--- config.mk ---
export PLATFORM = sky130hd
export DESIGN_NAME = fifo_read_ctrl
export DESIGN_NICKNAME = d
export VERILOG_FILES = /design/src/rtl/fifo_read_ctrl.sv
export SDC_FILE = /design/constraint.sdc
export NUM_CORES = 1
export LEC_CHECK = 0
export CORE_MARGIN = 2
export CORE_UTILIZATION = 42
export DETAILED_ROUTE_END_ITERATION = 8
export PLACE_DENSITY_LB_ADDON = 0.08
export SYNTH_ARGS = -nofsm -noshare
export SYNTH_HDL_FRONTEND = slang
export SYNTH_SLANG_ARGS = --single-unit
--- constraint.sdc ---
create_clock -name rclk -period 1.75 [get_ports rclk]
set_input_delay 0.35 -clock rclk [delete_from_list [all_inputs] [get_ports rclk]]
set_output_delay 0.35 -clock rclk [all_outputs]
set_load 0.02 [all_outputs]
--- src/rtl/fifo_read_ctrl.sv ---
// Read-side controller for an async FIFO: wptr sync, binary/Gray read pointer, empty flag.
// Latency: read pointer/empty update on the consuming edge; write visibility lags 2 rclk edges + 1 for rempty.
// Backpressure: rinc is ignored while rempty=1; no pointer movement, no error signalled.
//
// Ports:
//   rclk, rrst_n   read clock (rising edge), async active-low reset
//   rinc           read request, honoured only when the FIFO is not empty
//   wptr           Gray write pointer from the write clock domain
//   raddr          memory read address (low bits of the binary read pointer)
//   rptr           registered Gray read pointer for the write-domain synchroniser
//   rempty         registered empty flag
//   ralmost_empty  registered almost-empty flag; built only with FIFO_RD_ALMOST_EMPTY_EN,
//                  otherwise tied low
module fifo_read_ctrl #(
    parameter int POINTER_WIDTH       = 4,
    parameter int ALMOST_EMPTY_THRESH = 2
) (
    input  logic                     rclk,
    input  logic                     rrst_n,
    input  logic                     rinc,
    input  logic [POINTER_WIDTH-1:0] wptr,
    output logic [POINTER_WIDTH-2:0] raddr,
    output logic [POINTER_WIDTH-1:0] rptr,
    output logic                     rempty,
    output logic                     ralmost_empty
);

    localparam int PW = POINTER_WIDTH;

    logic [PW-1:0] rq1_wptr;
    logic [PW-1:0] rq2_wptr;
    logic [PW-1:0] rbin;
    logic [PW-1:0] rbin_next;
    logic [PW-1:0] rgray_next;
    logic          rd_en;

    // Plain two-flop synchroniser; nothing may sit between the stages.
    always_ff @(posedge rclk or negedge rrst_n) begin
        if (!rrst_n) begin
            rq1_wptr <= '0;
            rq2_wptr <= '0;
        end else begin
            rq1_wptr <= wptr;
            rq2_wptr <= rq1_wptr;
        end
    end

    assign rd_en      = rinc & ~rempty;
    assign rbin_next  = rbin + {{(PW-1){1'b0}}, rd_en};
    assign rgray_next = rbin_next ^ (rbin_next >> 1);

    // Empty is computed from the next pointer so the edge that consumes the
    // last word raises rempty immediately. The full-width compare includes the
    // wrap bit, so a pointer one lap behind never looks empty.
    always_ff @(posedge rclk or negedge rrst_n) begin
        if (!rrst_n) begin
            rbin   <= '0;
            rptr   <= '0;
            rempty <= 1'b1;
        end else begin
            rbin   <= rbin_next;
            rptr   <= rgray_next;
            rempty <= (rgray_next == rq2_wptr);
        end
    end

    assign raddr = rbin[PW-2:0];

`ifdef FIFO_RD_ALMOST_EMPTY_EN
    localparam logic [PW-1:0] AE_THRESH = PW'(ALMOST_EMPTY_THRESH);

    logic [PW-1:0] wbin_s;
    logic [PW-1:0] occ;

    // Gray-to-binary: each binary bit is the XOR of all Gray bits at or above it.
    always_comb begin
        wbin_s = '0;
        for (int i = 0; i < PW; i++) begin
            wbin_s[i] = ^(rq2_wptr >> i);
        end
    end

    // Modular difference; the synchronised write pointer is stale, so this
    // under-reports occupancy and the flag errs on the safe side.
    assign occ = wbin_s - rbin_next;

    always_ff @(posedge rclk or negedge rrst_n) begin
        if (!rrst_n) begin
            ralmost_empty <= 1'b1;
        end else begin
            ralmost_empty <= (occ <= AE_THRESH);
        end
    end
`else
    assign ralmost_empty = 1'b0;
`endif

endmodule
==> results of run 1 <==
-- cells in the mapped netlist --
master     n
buf_2      1
nor3_1     1
xor2_2     1
nor2b_1    2
xor3_4     1
xor2_1     1
nor4_2     1
nand2_1    2
ha_1       2
inv_1      1
buf_4      1
a211oi_1   1
and3_4     1
o21ai_1    1
o21ai_0    1
buf_6      1
dfrtp_1   15
a21oi_1    1
conb_1     1
nand3_1    1
a31oi_1    1
o21a_1     1
xnor2_1    7
dfstp_2    1
nor2_1     3
-- placed cells by master (no fill, tap or decap) --
cell type and instances:
buf_4 9, dfstp_2 1, clkbuf_4 3, o21a_1 1
dfrtp_1 15, clkdlybuf4s50_1 11, clkbuf_1 1, xnor2_2 1
xor2_2 1, a211oi_1 1, o21ai_1 1, xnor2_1 5
nand2_1 2, dlymetal6s2s_1 2, xor3_4 1, buf_6 2
nor4_2 1, a31oi_1 1, and3_4 1, inv_1 1
conb_1 1, o21ai_0 1, ha_4 2, a21oi_1 1
nor2_1 3, nor3_1 1, xnor2_4 1, nor2b_1 1
dlygate4sd2_1 1, xor2_4 1, nand3_1 1, nor2b_4 1
-- layout make-up --
class / instances / share of cell area (%)
repair buffers: 25 / 23.2
well taps: 16 / 1.99
multi-input cells: 30 / 31.9
flip-flops and latches: 16 / 39.9
inverters: 1 / 0.373
clock buffers: 4 / 2.61
-- layer usage --
layer	part of all wire (%)	wire, um
met2	48	506
met5	0	0
met3	5.7	59
met1	45	466
met4	1.1	12
-- stage by stage --
stage | hold WS, ns | area (um^2) | setup slack (ns)
after floorplan | 0.0544 | 733 | -0.0149
after global placement | 0.336 | 937 | -0.367
after detailed placement | 0.336 | 937 | -0.458
after CTS | 0.357 | 987 | -0.110
after global routing | 0.364 | 1010 | -0.152
final | 0.356 | 1010 | -0.0779
-- logic make-up (layout without fill, tap and decap cells) --
logic type / after synthesis / in the layout / share of synthesized area, %
AOI/OAI and AO/OA: 6 / 6 / 5.39
xor gates and xnor gates: 10 / 10 / 16.9
adders and majority gates: 2 / 2 / 3.72
buffers and inverters: 4 / 30 / 4.09
DFF: 16 / 16 / 59.7
other: 1 / 1 / 0.557
and+or+nand+nor: 11 / 11 / 9.66
-- final timing paths --
path,start,to,slack (ns)
worst min-delay path,rq1_wptr[3],rq2_wptr[3],0.36
min in group asynchronous,rrst_n,rq2_wptr[2],0.39
worst max register to register,rempty,rempty,-0.08
max in group asynchronous,rrst_n,rempty,1.11
worst min register to register,rq1_wptr[3],rq2_wptr[3],0.36
worst max-delay path,rempty,rempty,-0.08
-- worst max-delay path, cell delays in order (launching register included) --
cell	delay (ns)
dfstp_2	0.56
nor2b_4	0.05
ha_4	0.16
ha_4	0.17
buf_6	0.12
xor2_4	0.18
and3_4	0.18
o21a_1	0.17
nor4_2	0.15
-- power by group through the flow --
| stage | Sequential, mW | Clock, mW | Combinational [mW] |
|---|---|---|---|
| after floorplan | 0.646 | 0 | 0.721 |
| after global placement | 0.546 | 0 | 1.21 |
| after detailed placement | 0.551 | 0 | 1.23 |
| after CTS | 0.550 | 0.199 | 1.25 |
| after global routing | 0.561 | 0.215 | 1.35 |
| final | 0.547 | 0.195 | 1.25 |
-- what timing repair did --
item                                    4_1_cts  5_1_grt
cloned                                        0        0
buffers inserted                              1        1
gates resized for setup                       4        4
endpoints found under the setup margin        2        2
pin swaps                                     3        8
-- registers in the layout (all words and copies together), names as in the netlist --
name and count:
rbin 4, rptr 3, rq2_wptr 4, rq1_wptr 4, rempty 1
==> impl_metrics.yaml, run 1 <==
critical_path:
  crit_arrival_ns: 2.01
  end_kind: "register"
  cp.required_ns: 1.93
  reg2reg_depth: 8
  critical_path_class: "reg -> reg"
  crit_fanout: 4
  critPathLaunchType: "register"
layout:
  fillCellCount: 118
  antenna_cells: 0
  finalNetCount: 86
  final_layout_size_suffix_gt1_share_pct: 32.9
  ff_latch_area_um2: 402
  multiInputGateArea_um2: 322
  fin_util_pct: 66.9
  fin_cells: 92
  area_growth_pct: 49.6
status:
  violations: "negative setup slack"
  status: "finished, violations left"
logic_synthesis:
  synth_top_area_share_pct: 55.8
  synth_seq_area_share_pct: 59.7
  postSynthAreaPerCell_um2: 13.5
  ys_types: 25
  netlist_top_cells_area: "dfrtp_1 56%, xnor2_1 9.1%, xor3_4 4.1%"
  ys_warn_count: 0
  synthCells: 50
  yosys.area.top_type: "dfrtp_1"
  ys_seq_elements: 16
  netlist_area_um2: 673
  synth_fp_nets: 59
drt:
  num_vias: 432
  ant_nets: 0
  via_per_inst: 4.70
  firstDrtPassIters: 2
  drc: 0
  wl_mm: 1.04
  drtIter0Drc: 5
  routedWlPerCell_um: 11.3
clock_tree:
  cts_tree: "yes"
  insertion_delay_ns: 0.27
  cts-root-buf: "clkbuf_4"
  clock_sinks: 16
  cts-hold-fix-buffers: 0
  cts_buffers: 3
  clk_pin_slew_ns: 0.09
  cts_max_level: 1
  clock_path_buffers: 2
sta:
  fin_worst_skew_ns: 0.00478
  finalMaxSlewViolations: 0
  setup_violations: 1
  fin_crit_sh_pct: 104
  fin_ws_ns: -0.0779
  post-route-min-period_ns: 1.83
  hold_violations: 0
  clock.fmax_mhz: 547
  fin_setup_tns_ns: -0.0779
  rsz0062_at_grt: "true"
worst_hold_path:
  min_path_cells: 0
  hp-class: "reg -> reg"
floorplan:
  num_io_pins: 16
  core.rowCount: 14
  dieArea_um2: 1940
  core_area_um2: 1510
  die_w_um: 44.0
  initial_utilization_pct: 44.7
  fp.dieH_um: 44.0
power_and_ir_drop:
  p_sw_share_pct: 35.6
  ir_drop_v: 0.00104
  clkPwrFrac_pct: 9.8
  p_leak_nw: 0.450
  p_sw_uw: 708
  internal-power_mw: 1.28
  finalPower_mw: 1.99
  pwr-share-seq_pct: 27.5
  pwr-share-comb_pct: 62.7
  p_per_area_nw_per_um2: 1970
global_route:
  grt_use_met1_pct: 17.5
  grt.total_usage_pct: 13.3
  antenna_found_initial: 0
  grt_pass1_vias: 441
  grt_busiest_layer: "met2"
  use_met3_pct: 3.67
  grt_max_degree: 17
  grt_pass1_wl_mm: 1.82
  grtUsageMet2_pct: 20.9
  overflow: 0
place:
  portBuffers: 14
  gp_congestion: 0.692
  dp.cells: 86
flow_run:
  maxCapViolCount: 0
(Power assumes the default switching activity.)
==> run 2: changes to the inputs <==
- ABC_AREA: unset -> 1
- CORE_UTILIZATION: 42 -> 41
==> impl_metrics.yaml, run 2 <==
layout:
  layout_commonest_cell: "nand2_1"
  area_growth_pct: 36.1
  final_cell_mix: "23 x nand2_1, 15 x dfrtp_1, 11 x clkdlybuf4s50_1"
  antenna_cells: 0
  final_layout_size_suffix_gt1_share_pct: 20.0
  largestRegisters: "rbin (4), rq1_wptr (4), rq2_wptr (4)"
  finalNetCount: 100
  fin_util_pct: 59.5
drt:
  firstDrtPassIters: 4
  routedWlPerCell_um: 10.9
  via_per_inst: 4.95
  num_vias: 525
  drc: 0
  wl_mm: 1.15
  ant_nets: 0
  drtIter0Drc: 8
logic_synthesis:
  synth_top_area_share_pct: 57.0
  async_flop_share_pct: 100
  ys_warn_count: 0
  ys_types: 14
  synthCells: 69
  synth_common_cells: "23 x nand2_1, 15 x dfrtp_1, 7 x nand3_1"
  postSynthAreaPerCell_um2: 9.54
  synth_fp_nets: 78
  netlist_top_cells_area: "dfrtp_1 57%, nand2_1 13%, nand3_1 5.3%"
  yosysMostFrequentCell: "nand2_1"
  yosys.area.top_type: "dfrtp_1"
  netlist_area_um2: 658
  synth-edff-count: 0
  ys_seq_elements: 16
  synth_flop_cell: "dfrtp_1"
  synth_seq_area_share_pct: 61.0
global_route:
  overflow: 0
  grt_pass1_vias: 499
  grt_max_degree: 12
  antenna_found_initial: 0
  grt.total_usage_pct: 14.6
  grt_pass1_wl_mm: 1.95
sta:
  post-route-min-period_ns: 1.64
  setup_violations: 0
  hold_slack_ns: 0.282
  clock.fmax_mhz: 609
  hold_violations: 0
  fin_worst_skew_ns: 0.00250
  fin_crit_sh_pct: 93.9
  fin_ws_ns: 0.107
  finalMaxSlewViolations: 0
floorplan:
  die_w_um: 44.1
  initial_utilization_pct: 43.7
  fp.dieH_um: 44.1
  core.rowCount: 14
  num_io_pins: 16
  core_area_um2: 1510
  dieArea_um2: 1940
clock_tree:
  cts_buffers: 3
  cts-root-buf: "clkbuf_4"
  postCtsSetupBuffers: 0
  clk_pin_slew_ns: 0.10
  cts-hold-fix-buffers: 0
  cts_max_level: 1
  clock_sinks: 16
  insertion_delay_ns: 0.29
  cts_tree: "yes"
  clock_path_buffers: 2
critical_path:
  critical_path_cell_count: 1
  critPathMaxStageDelay_ns: 0.61
  reg2reg_depth: 11
  timing.critical_path.from: "rbin[3]"
  critical_path.cell_chain: "clkdlybuf4s50_1"
  crit_family: "buffers and inverters"
  r2r-start: "rempty"
  slowest_stage: "clkdlybuf4s50_1"
  end_kind: "output pin"
  critPathBufInv: 1
  crit_end: "rptr[3]"
  critPathLaunchType: "register"
  r2r-end: "rempty"
  r2r_slack_ns: 0.11
  crit_arrival_ns: 1.29
  critical_path_class: "reg -> out"
  cp.required_ns: 1.40
  crit_fanout: 4
power_and_ir_drop:
  finalPower_mw: 1.75
  p_per_area_nw_per_um2: 1950
  ir_drop_v: 0.000898
  p_leak_nw: 0.463
place:
  place_hpwl_um: 865
  portBuffers: 14
  gp_congestion: 0.780
  pre_cts_slack_ns: -0.267
flow_run:
  maxCapViolCount: 0
worst_hold_path:
  hp-class: "in -> async"
status:
  status: "finished, final reports clean"
-- run 2: cell count changes in the layout (fill, tap and decap cells not counted), moves of 4 or more --
cell and delta:
inv_1 +5, xnor2_1 -5, nand2_2 +4, nand3_1 +6
buf_4 -5, nand2_1 +21
-- run 2: final cells by class --
cell class,instances,area (um^2)
fill,137,611
sequential,16,402
multi-input combinational,45,238
timing repair buffer,18,174
clock buffer,4,36.3
inverter,7,26.3
tap,16,20.0
-- run 2: worst min path at each step --
stage	from	endpoint
after global routing	rrst_n	rq2_wptr[0]
after floorplan	rrst_n	rbin[0]
final	rrst_n	rq2_wptr[0]
after global placement	rq1_wptr[2]	rq2_wptr[2]
after detailed placement	rq1_wptr[2]	rq2_wptr[2]
after CTS	rrst_n	rq2_wptr[0]
-- run 2: repair_timing --
action | 4_1_cts | 5_1_grt
gates resized for setup | 1 | 4
endpoints found under the setup margin | 2 | 2
hold endpoints to repair | 0 | 0
-- run 2: through the flow --
stage	instance area, um^2	cells	setup TNS [ns]
global placement	841	102	-0.473
finish	896	106	0
floorplan	658	69	0
global route	896	106	-0.00337
CTS	876	106	0
detailed placement	841	102	-0.548
-- run 2: routing by layer --
metal | wire length (um) | global-route usage (%) | up-vias
met5 | 0 | 0 | -
met4 | 17 | 12.7 | 0
met3 | 48 | 3.67 | 2
met2 | 598 | 22.4 | 14
met1 | 489 | 16.9 | 252
li1 | - | - | 257
-- run 2: logic make-up (layout without fill, tap and decap cells) --
family        Yosys count  after routing  synth area share [%]
flops                  16             16                  61.0
fa+ha+maj               2              2                  3.80
other cells             1              1                 0.570
buf+inv                 8             29                  5.13
simple gates           42             42                  29.5
-- run 2: power by group --
group	internal (mW)	switching, mW	leakage (nW)
Sequential	0.479	0.0740	0.188
Combinational	0.426	0.522	0.255
Clock	0.127	0.119	0.0210
==> run 3: changes to the inputs <==
- CELL_PAD_IN_SITES_DETAIL_PLACEMENT: unset -> 1
- CELL_PAD_IN_SITES_GLOBAL_PLACEMENT: unset -> 1
- CORE_UTILIZATION: 41 -> 31
- CTS_CLUSTER_SIZE: unset -> 25
- SKIP_CTS_REPAIR_TIMING: unset -> 1
==> impl_metrics.yaml, run 3 (synthesized netlist as in run 2, its figures left out) <==
drt:
  drc: 0
  wl_mm: 1.47
  firstDrtPassIters: 3
  num_vias: 542
  via_per_inst: 4.59
  ant_nets: 0
  routedWlPerCell_um: 12.5
  drtIter0Drc: 4
layout:
  ff_latch_area_um2: 402
  layout_commonest_cell: "nand2_1"
  final_cell_mix: "22 x nand2_1, 15 x dfrtp_1, 11 x clkdlybuf4s50_1"
  fillCellCount: 223
  post-route-cell-area_um2: 926
  final_layout_size_suffix_gt1_share_pct: 23.1
  finalNetCount: 101
  area_growth_pct: 40.7
  multiInputGateArea_um2: 243
  largestRegisters: "rbin (4), rq1_wptr (4), rq2_wptr (4)"
  antenna_cells: 0
power_and_ir_drop:
  clkPwrFrac_pct: 13.8
  p_sw_share_pct: 42.0
  ir_drop_v: 0.000884
  p_leak_nw: 0.481
  p_sw_uw: 769
  pwr-share-comb_pct: 55.8
  finalPower_mw: 1.83
  p_per_area_nw_per_um2: 1980
  internal-power_mw: 1.06
  pwr-share-seq_pct: 30.4
sta:
  finalMaxSlewViolations: 0
  fin_worst_skew_ns: 0.00227
  hold_violations: 0
  fin_crit_sh_pct: 97.0
  hold_slack_ns: 0.285
  rsz0062_at_grt: "true"
  fin_setup_tns_ns: 0
  clock.fmax_mhz: 589
  post-route-min-period_ns: 1.70
  setup_violations: 0
place:
  gp_congestion: 0.653
  postPlaceCellArea_um2: 862
  portBuffers: 14
  place_hpwl_mm: 1.10
floorplan:
  core_area_um2: 1980
  die_w_um: 50.1
  fp.dieH_um: 50.1
  dieArea_um2: 2510
  num_io_pins: 16
  core.rowCount: 16
  initial_utilization_pct: 33.2
critical_path:
  critPathMaxStageDelay_ns: 0.55
  cp.required_ns: 1.99
  r2r_slack_ns: 0.05
  crit_arrival_ns: 1.94
  end_kind: "register"
  critPathBufInv: 1
  crit_fanout: 5
  critPathLaunchType: "register"
  slowest_stage: "dfstp_2"
  critical_path_class: "reg -> reg"
  critical_path.cell_chain: "nor2_2, ha_2, ha_4, inv_2, nand2_2, nand3b_1, nand2_1, nand2_1, nor2_2, nand2_1, nor2_2"
  crit_family: "flip-flops"
clock_tree:
  cts_max_level: 1
  cts_tree: "yes"
  cts_buffers: 3
  clock_sinks: 16
  clk_pin_slew_ns: 0.10
  clock_path_buffers: 2
  insertion_delay_ns: 0.29
  cts-root-buf: "clkbuf_4"
global_route:
  overflow: 0
  grt.total_usage_pct: 13.9
  antenna_found_initial: 0
  grt_max_degree: 12
  grt_pass1_vias: 583
  grt_pass1_wl_mm: 2.59
worst_hold_path:
  hp-class: "in -> async"
status:
  status: "finished, final reports clean"
flow_run:
  maxCapViolCount: 0
-- run 3: layout make-up --
type / instances / share of cell area [%]
inverter: 7 / 2.84
timing repair buffer: 19 / 20.0
tap: 27 / 3.65
multi-input combinational: 45 / 26.2
sequential: 16 / 43.4
clock buffer: 4 / 3.92
-- run 3: final timing paths --
check,to,startpoint,depth (start not counted)
worst max-delay path,rempty,rempty,11
max in group asynchronous,rq2_wptr[0],rrst_n,2
worst min register to register,rq2_wptr[0],rq1_wptr[0],0
min in group rclk,rq2_wptr[0],rq1_wptr[0],0
worst max register to register,rempty,rempty,11
worst min-delay path,rptr[0],rrst_n,1
-- run 3: routing by layer --
layer	GRT usage, %	vias to the layer above	share of wire (%)	wire (um)
met1	15.8	271	42	617
met5	0	-	0	0
met4	6.94	0	0.95	14
met3	3.64	2	3.3	48
li1	-	257	-	-
met2	23.7	12	54	792
-- run 3: through the flow --
step | util (%) | std cells | worst slack (ns)
2_1_floorplan | - | 69 | 0.0152
3_5_place_dp | 43.5 | 114 | -0.294
3_3_place_gp | 43.5 | 114 | -0.216
6_report | 46.7 | 118 | 0.0527
4_1_cts | 45.3 | 118 | -0.0782
5_1_grt | 46.7 | 118 | -0.0964
-- run 3: power groups by stage --
stage | clock network (mW) | registers [mW] | logic (mW)
finish | 0.252 | 0.556 | 1.02
floorplan | 0 | 0.661 | 0.440
CTS | 0.259 | 0.552 | 0.986
global route | 0.279 | 0.572 | 1.14
detailed placement | 0 | 0.559 | 0.969
global placement | 0 | 0.553 | 0.945
